`config.mk`:
```
export PLATFORM = sky130hd
export DESIGN_NAME = wb_shared_bus
export DESIGN_NICKNAME = d
export VERILOG_FILES = /design/src/rtl/wb_shared_bus.sv
export SDC_FILE = /design/constraint.sdc
export NUM_CORES = 1
export LEC_CHECK = 0
export CAP_MARGIN = 20
export CELL_PAD_IN_SITES_DETAIL_PLACEMENT = 0
export CELL_PAD_IN_SITES_GLOBAL_PLACEMENT = 1
export CORE_AREA = 2 2 155 157
export CTS_CLUSTER_DIAMETER = 80
export DETAILED_ROUTE_END_ITERATION = 7
export DIE_AREA = 0 0 157 159
export PLACE_DENSITY_LB_ADDON = 0.12
export SETUP_SLACK_MARGIN = 0.3
export SLEW_MARGIN = 20
export SYNTH_ARGS = -nofsm -noshare
export SYNTH_HDL_FRONTEND = slang
export SYNTH_SLANG_ARGS = --single-unit
```
`constraint.sdc`:
```
create_clock -name clk_i -period 2.1 [get_ports clk_i]
set_input_delay 0.315 -clock clk_i [delete_from_list [all_inputs] [get_ports clk_i]]
set_output_delay 0.315 -clock clk_i [all_outputs]
set_load 0.05 [all_outputs]
```
`src/rtl/wb_shared_bus.sv`:
```
// wb_shared_bus: shared Wishbone path, N masters to M slaves.
// Round-robin grant, 4-bit region decode, unmapped and watchdog errors.
module wb_shared_bus #(
  parameter int NUM_MASTERS = 2,
  parameter int NUM_SLAVES = 3,
  parameter int ADDR_W = 32,
  parameter int DATA_W = 32,
  parameter logic [4*NUM_SLAVES-1:0] SLV_ID = {4'h2, 4'h1, 4'h0},
  parameter int TIMEOUT = 255,
  localparam int SEL_W = DATA_W / 8
) (
  input  logic                          clk_i,
  input  logic                          rst_i,
  input  logic [NUM_MASTERS-1:0]        m_cyc_i,
  input  logic [NUM_MASTERS-1:0]        m_stb_i,
  input  logic [NUM_MASTERS-1:0]        m_we_i,
  input  logic [NUM_MASTERS*ADDR_W-1:0] m_adr_i,
  input  logic [NUM_MASTERS*DATA_W-1:0] m_dat_i,
  input  logic [NUM_MASTERS*SEL_W-1:0]  m_sel_i,
  output logic [NUM_MASTERS*DATA_W-1:0] m_dat_o,
  output logic [NUM_MASTERS-1:0]        m_ack_o,
  output logic [NUM_MASTERS-1:0]        m_err_o,
  output logic [NUM_SLAVES-1:0]         s_cyc_o,
  output logic [NUM_SLAVES-1:0]         s_stb_o,
  output logic [ADDR_W-1:0]             s_adr_o,
  output logic [DATA_W-1:0]             s_dat_o,
  output logic [SEL_W-1:0]              s_sel_o,
  output logic                          s_we_o,
  input  logic [NUM_SLAVES*DATA_W-1:0]  s_dat_i,
  input  logic [NUM_SLAVES-1:0]         s_ack_i,
  input  logic [NUM_SLAVES-1:0]         s_err_i,
  output logic                          owner_vld_o,
  output logic [2:0]                    owner_o
);

  typedef enum logic [1:0] {
    IDLE,
    OWNED,
    ERR
  } state_t;

  state_t state;
  logic [2:0] own;
  logic [2:0] last;
  logic [2:0] gnt;
  logic found;
  logic [15:0] cnt;

  logic o_cyc;
  logic o_stb;
  logic o_we;
  logic [ADDR_W-1:0] o_adr;
  logic [DATA_W-1:0] o_dat;
  logic [SEL_W-1:0] o_sel;

  logic hit;
  logic [3:0] hk;
  logic k_ack;
  logic k_err;
  logic [DATA_W-1:0] k_dat;

  logic owned;
  logic term;
  logic expire;

  // Select the owning master's request signals.
  always_comb begin
    o_cyc = 1'b0;
    o_stb = 1'b0;
    o_we = 1'b0;
    o_adr = '0;
    o_dat = '0;
    o_sel = '0;
    for (int i = 0; i < NUM_MASTERS; i++) begin
      if (own == 3'(i)) begin
        o_cyc = m_cyc_i[i];
        o_stb = m_stb_i[i];
        o_we = m_we_i[i];
        o_adr = m_adr_i[i*ADDR_W +: ADDR_W];
        o_dat = m_dat_i[i*DATA_W +: DATA_W];
        o_sel = m_sel_i[i*SEL_W +: SEL_W];
      end
    end
  end

  // First requester after the last grant, wrapping around.
  always_comb begin
    gnt = last;
    found = 1'b0;
    for (int i = 1; i <= NUM_MASTERS; i++) begin
      for (int j = 0; j < NUM_MASTERS; j++) begin
        if (!found && m_cyc_i[j] &&
            j == (int'(last) + i) % NUM_MASTERS) begin
          found = 1'b1;
          gnt = 3'(j);
        end
      end
    end
  end

  // Region decode; the lowest matching slave index wins.
  always_comb begin
    hit = 1'b0;
    hk = '0;
    k_ack = 1'b0;
    k_err = 1'b0;
    k_dat = '0;
    for (int k = 0; k < NUM_SLAVES; k++) begin
      if (!hit &&
          o_adr[ADDR_W-1 -: 4] == SLV_ID[4*k +: 4]) begin
        hit = 1'b1;
        hk = 4'(k);
        k_ack = s_ack_i[k];
        k_err = s_err_i[k];
        k_dat = s_dat_i[k*DATA_W +: DATA_W];
      end
    end
  end

  assign owned = (state == OWNED);
  assign term = hit & (k_ack | k_err);
  assign expire = owned & o_cyc & o_stb & hit & ~term &
                  (cnt == 16'(TIMEOUT));

  // Route strobes to the decoded slave and terminations back.
  always_comb begin
    s_cyc_o = '0;
    s_stb_o = '0;
    m_ack_o = '0;
    m_err_o = '0;
    m_dat_o = '0;
    for (int k = 0; k < NUM_SLAVES; k++) begin
      if (owned && hit && !expire && hk == 4'(k)) begin
        s_cyc_o[k] = o_cyc;
        s_stb_o[k] = o_cyc & o_stb;
      end
    end
    for (int i = 0; i < NUM_MASTERS; i++) begin
      if (own == 3'(i)) begin
        m_ack_o[i] = owned & hit & k_ack;
        m_err_o[i] = (state == ERR) | expire |
                     (owned & hit & k_err);
      end
      if (owned && hit) begin
        m_dat_o[i*DATA_W +: DATA_W] = k_dat;
      end
    end
  end

  assign s_adr_o = (state != IDLE) ? o_adr : '0;
  assign s_dat_o = (state != IDLE) ? o_dat : '0;
  assign s_sel_o = (state != IDLE) ? o_sel : '0;
  assign s_we_o = (state != IDLE) & o_we;
  assign owner_vld_o = (state != IDLE);
  assign owner_o = own;

  // Ownership FSM and bus watchdog.
  always_ff @(posedge clk_i) begin
    if (rst_i) begin
      state <= IDLE;
      last <= 3'(NUM_MASTERS - 1);
      own <= '0;
      cnt <= '0;
    end else begin
      unique case (state)
        IDLE: begin
          cnt <= '0;
          if (|m_cyc_i) begin
            own <= gnt;
            last <= gnt;
            state <= OWNED;
          end
        end
        OWNED: begin
          if (!o_cyc) begin
            state <= IDLE;
            cnt <= '0;
          end else if (o_stb && !hit) begin
            state <= ERR;
            cnt <= '0;
          end else if (o_stb && !term && !expire) begin
            cnt <= cnt + 16'd1;
          end else begin
            cnt <= '0;
          end
        end
        ERR: begin
          state <= OWNED;
          cnt <= '0;
        end
        default: begin
          state <= IDLE;
          cnt <= '0;
        end
      endcase
    end
  end

endmodule
```
# Word-level counts from Yosys, hierarchy flattened
# Cells that the tools add are included.
# word_totals
register_bits	24
input_bits	246
# op_classes
reduce_logical	36
n_bitwise	20
n_mux	51
add_sub_neg	3
eq_ne	12
# op_table
cell	n
$mux W32	10
$logic_not A32 Y1	2
$mux W1	29
$logic_and A1 B1 Y1	17
$add A16 B1 Y16 const B	1
$eq A16 B8 Y1 const B	1
$mux W4	4
$mux W3	4
$and A1 B1 Y1	11
$eq A4 B1 Y1 const B	2
$eq A4 B2 Y1 const B	2
$logic_not A1 Y1	8
$logic_not A4 Y1	2
$mux W2	3
$pmux W2 S3	1
$reduce_or A5 Y1	1
$eq A2 B2 Y1 const A	2
$not A1 Y1	4
$reduce_and A2 Y1	2
$eq A3 B1 Y1 const B	1
$logic_not A3 Y1	1
$ne A3 B2 Y1 const B	1
$or A1 B1 Y1	3
$add A1 B1 Y1 const B	2
7 further kinds	8

# Depth between registers and ports, before layout
# depth
word_depth	20
depth_mapped	9

# Worst setup path after synthesis
# No wires, ideal clock.
# synth_path
path_kind	register to output
from	register own[0] (netlist: owner_o[0])
to	output port s_stb_o[0]
arrival_ns	3.953
stages_incl_launch_ff	6
path_slack_ns	-2.168
path_cell_list	dfxtp_1 buf_6 mux2_4 mux2i_1 o32ai_1 a2111oi_0
# synth_via
elab_chain_cells	20
word_cells_on_any_way	41
cone_classes	3 x eq/ne; 18 x mux; 9 x bitwise; 11 x reduce/logical
# synth_lines
element	line	rtl
start, declared	43	logic [2:0] own;
start signal, assigned	169	own <= gnt;
$logic_not A3 Y1	75	if (own == 3'(i)) begin
$mux W32 (2 in a row)	75	
$logic_not A4 Y1	110	o_adr[ADDR_W-1 -: 4] == SLV_ID[4*k +: 4]) begin
$mux W1	109	if (!hit &&
$logic_not A1 Y1	109	
$logic_and A1 B1 Y1	109	
$mux W1	109	
$logic_not A1 Y1	109	
$logic_and A1 B1 Y1	109	
$mux W1	109	
$or A1 B1 Y1	121	assign term = hit & (k_ack | k_err);
$and A1 B1 Y1	121	
$not A1 Y1	122	assign expire = owned & o_cyc & o_stb & hit & ~term &
$and A1 B1 Y1 (2 in a row)	122	
$logic_not A1 Y1	133	if (owned && hit && !expire && hk == 4'(k)) begin
$logic_and A1 B1 Y1 (2 in a row)	133	
$mux W1 (*)	133	
end, declared	24	output logic [NUM_SLAVES-1:0] s_stb_o,
# Every way passes the cells marked *; elsewhere a longest branch is shown, timed or not.

# Worst setup path in the final report
# Ends and elaborated chain as after synthesis.

==> flow_metrics.py <==
metrics = {
    "hold_path": {
        "hp-start": "last[0]",
        "hold_path.class": "flip-flop to flip-flop",
    },
    "critical_path": {
        "r2r-start": "owner_o[0]",
        "critPathRequiredTime_ns": 1.78,
        "critPathKind": "flip-flop to output port",
        "worstSetupStartpointType": "flip-flop",
        "cp-end-kind": "output port",
        "crit_path_start": "owner_o[0]",
        "crit_arrival_ns": 2.12,
        "crit_fanout": 6,
    },
    "die": {
        "start_util_pct": 14.0,
        "pin_count": 393,
        "dieArea_um2": 25000,
        "die_x_um": 157,
        "core_area_um2": 23200,
        "die_h_um": 159,
        "row_count": 56,
    },
    "timing": {
        "max_freq_mhz": 411,
        "finalHoldViolations": 0,
        "setup_violations": 101,
        "worst_hold_slack_ns": 0.525,
        "drv_slew": 0,
        "fin_crit_sh_pct": 116,
        "skew_ns": 0.00158,
        "fin_ws_ns": -0.334,
        "rsz0062_at_grt": "true",
        "period_needed_ns": 2.43,
    },
    "clock_network": {
        "clk_latency_ns": 0.25,
        "cts_tree": "done",
        "clkTransAtPathRegs_ns": 0.05,
        "cts_hold_buf": 0,
        "clkSinkCount": 20,
        "cts_buffers": 3,
        "cts_root_buf": "clkbuf_16",
        "htree_levels": 1,
        "clock_path_buffers": 2,
    },
    "place": {
        "dp_slack_ns": -0.518,
        "place_inst": 1218,
        "io_buffer_count": 390,
        "place_area_um2": 8940,
        "gp_congestion": 0.812,
        "hpwl_um": 17600,
    },
    "yosys": {
        "synth.area.mux_share_pct": 23.4,
        "synthFlopType": "dfxtp_1",
        "synth-edff-count": 0,
        "synth-simple-area-share_pct": 31.5,
        "syn_area_um2": 3240,
        "ys_seq_area_share_pct": 12.4,
        "synth_adder_area_share_pct": 0.386,
        "ys_seq_elements": 20,
        "synth_cell_types": 47,
        "syn_inst": 513,
        "synth_top_family_by_area": "simple AND/OR/NAND/NOR gates",
        "ys.warnings.count": 0,
        "avgSynthCellArea_um2": 6.32,
        "synth_xor_area_share_pct": 3.78,
        "synth_compound_area_share_pct": 14.6,
        "async_flop_share_pct": 0,
    },
    "detailed_routing": {
        "avgViaCountPerCell": 4.19,
        "dr_wl_met2_um": 13500,
        "vias": 5343,
        "route.detailed.drc": 0,
        "drtIter0Drc": 195,
        "routed.top_layer": "met5",
        "routed_wl_um": 23800,
        "routedWlPerCell_um": 18.6,
        "wl_met3_um": 1470,
        "antenna_left": 0,
        "wl_met1_um": 8480,
        "firstDrtPassIters": 4,
    },
    "run_status": {
        "outcome": "finished, violations left",
        "violations": "setup timing",
    },
    "final_layout": {
        "final_area_um2": 11900,
        "area_delta_synth_final_pct": 268,
        "stdcell_count": 1275,
        "fin_nets": 1202,
        "drive_above_1_share_pct": 56.3,
    },
    "global_routing": {
        "overflow": 0,
        "grt_pass1_wl_um": 34900,
        "grt_pass1_vias": 5697,
        "grtUsageTotal_pct": 18.3,
        "grt_max_degree": 25,
        "antenna_found_initial": 3,
    },
    "power": {
        "power_density_nw_per_um2": 357,
        "ir_drop_mv": 0.217,
        "leakagePower_nw": 4.20,
    },
    "run": {
        "maxCapViolCount": 0,
    },
}
==> final cells by class <==
cell class	count	area (um^2)
Antenna cell	2	5.00
Tap cell	319	399
Timing Repair Buffer	506	6430
Inverter	5	18.8
Clock buffer	4	88.8
Fill cell	2037	11200
Sequential cell	20	404
Multi-Input combinational cell	419	4600
==> synth_stat cells, drive strengths merged (2+ instances only) <==
master	count	area [um^2]
nor3	4	20.0
nand2	74	278
xnor2	3	26.3
o21ai	2	10.0
and2	2	12.5
nand3	8	40.0
and4	2	17.5
clkbuf	18	67.6
nor4	3	18.8
xor2	11	96.3
mux2i	72	733
nor2	133	502
a2111oi	2	23.8
or2	2	12.5
nor3b	3	27.5
inv	5	18.8
nand4	4	25.0
and3	4	25.0
a21oi	69	345
dfxtp	20	400
mux2	2	26.3
nor2b	2	12.5
buf	52	360
a22oi	2	15.0
==> layout by cell type, fill, tap and decap left out, types with 3 or more instances in the layout <==
cell / netlist / layout
nand3_1: 8 / 8
nor2_1: 132 / 23
xor2_1: 11 / 11
nor2_4: 0 / 104
xnor2_1: 3 / 3
clkdlybuf4s50_1: 0 / 239
nor3b_4: 0 / 3
a21oi_4: 0 / 18
dfxtp_1: 20 / 19
nand4_1: 4 / 4
inv_1: 5 / 5
nand2_2: 0 / 7
nor3_4: 0 / 3
buf_8: 0 / 59
mux2i_4: 1 / 67
buf_6: 3 / 46
nand2_1: 74 / 67
buf_12: 0 / 80
mux2i_2: 0 / 3
dlygate4sd2_1: 0 / 6
a21oi_1: 69 / 12
buf_16: 0 / 17
buf_4: 34 / 56
clkbuf_16: 0 / 4
and3_1: 4 / 4
a21oi_2: 0 / 39
nor2_2: 1 / 6
==> registers in the layout, indices dropped and copies added, names as in the netlist <==
register,flops
cnt,16
last,1
owner_o,1
state,2
==> power breakdown <==
group	switching [mW]	internal (mW)
clock network	0.135	0.290
logic	1.66	1.79
registers	0.00693	0.386
total	1.80	2.47
==> critical path, stage by stage, from the launching register on <==
cell	delay, ns
dfxtp_4	0.40
mux2_4	0.34
mux2i_4	0.20
o32ai_2	0.13
buf_4	0.17
a2111oi_4	0.42
buf_12	0.19
==> cell families (layout without fill, tap and decap cells) <==
family | after synthesis | in the layout
simple gates | 243 | 243
compound gates | 85 | 85
buf+inv | 75 | 515
mux | 74 | 74
flops | 20 | 20
xor+xnor | 14 | 14
fa+ha+maj | 1 | 1
other cells | 1 | 4
==> metal layers <==
layer / track usage, % / vias to the layer above
met2: 36.6 / 198
met1: 20.0 / 2519
met5: 0 / -
met3: 3.32 / 18
li1: - / 2606
met4: 2.29 / 2
==> stage by stage <==
step	TNS (ns)	power (mW)	util (%)
final	-19.73	4.27	51.5
after detailed placement	-33.33	2.92	38.5
after global placement	-29.12	2.90	38.5
after CTS	-22.42	4.14	48.9
after global routing	-29.97	4.45	51.5
after floorplan	-13.78	1.73	-
==> worst paths after layout <==
kind / endpoint / slack (ns) / cells after the start
min: last[0] / 0.53 / 1
min reg2reg: last[0] / 0.53 / 1
max: s_stb_o[0] / -0.33 / 6
max reg2reg: cnt[0] / 0.08 / 8
==> repair_timing <==
action / CTS / global route
gates cloned: 17 / 1
setup endpoints to repair: 160 / 161
resized for setup: 360 / 112
buffers inserted: 22 / 11
pin swaps: 40 / 37
(Power assumes the default switching activity.)
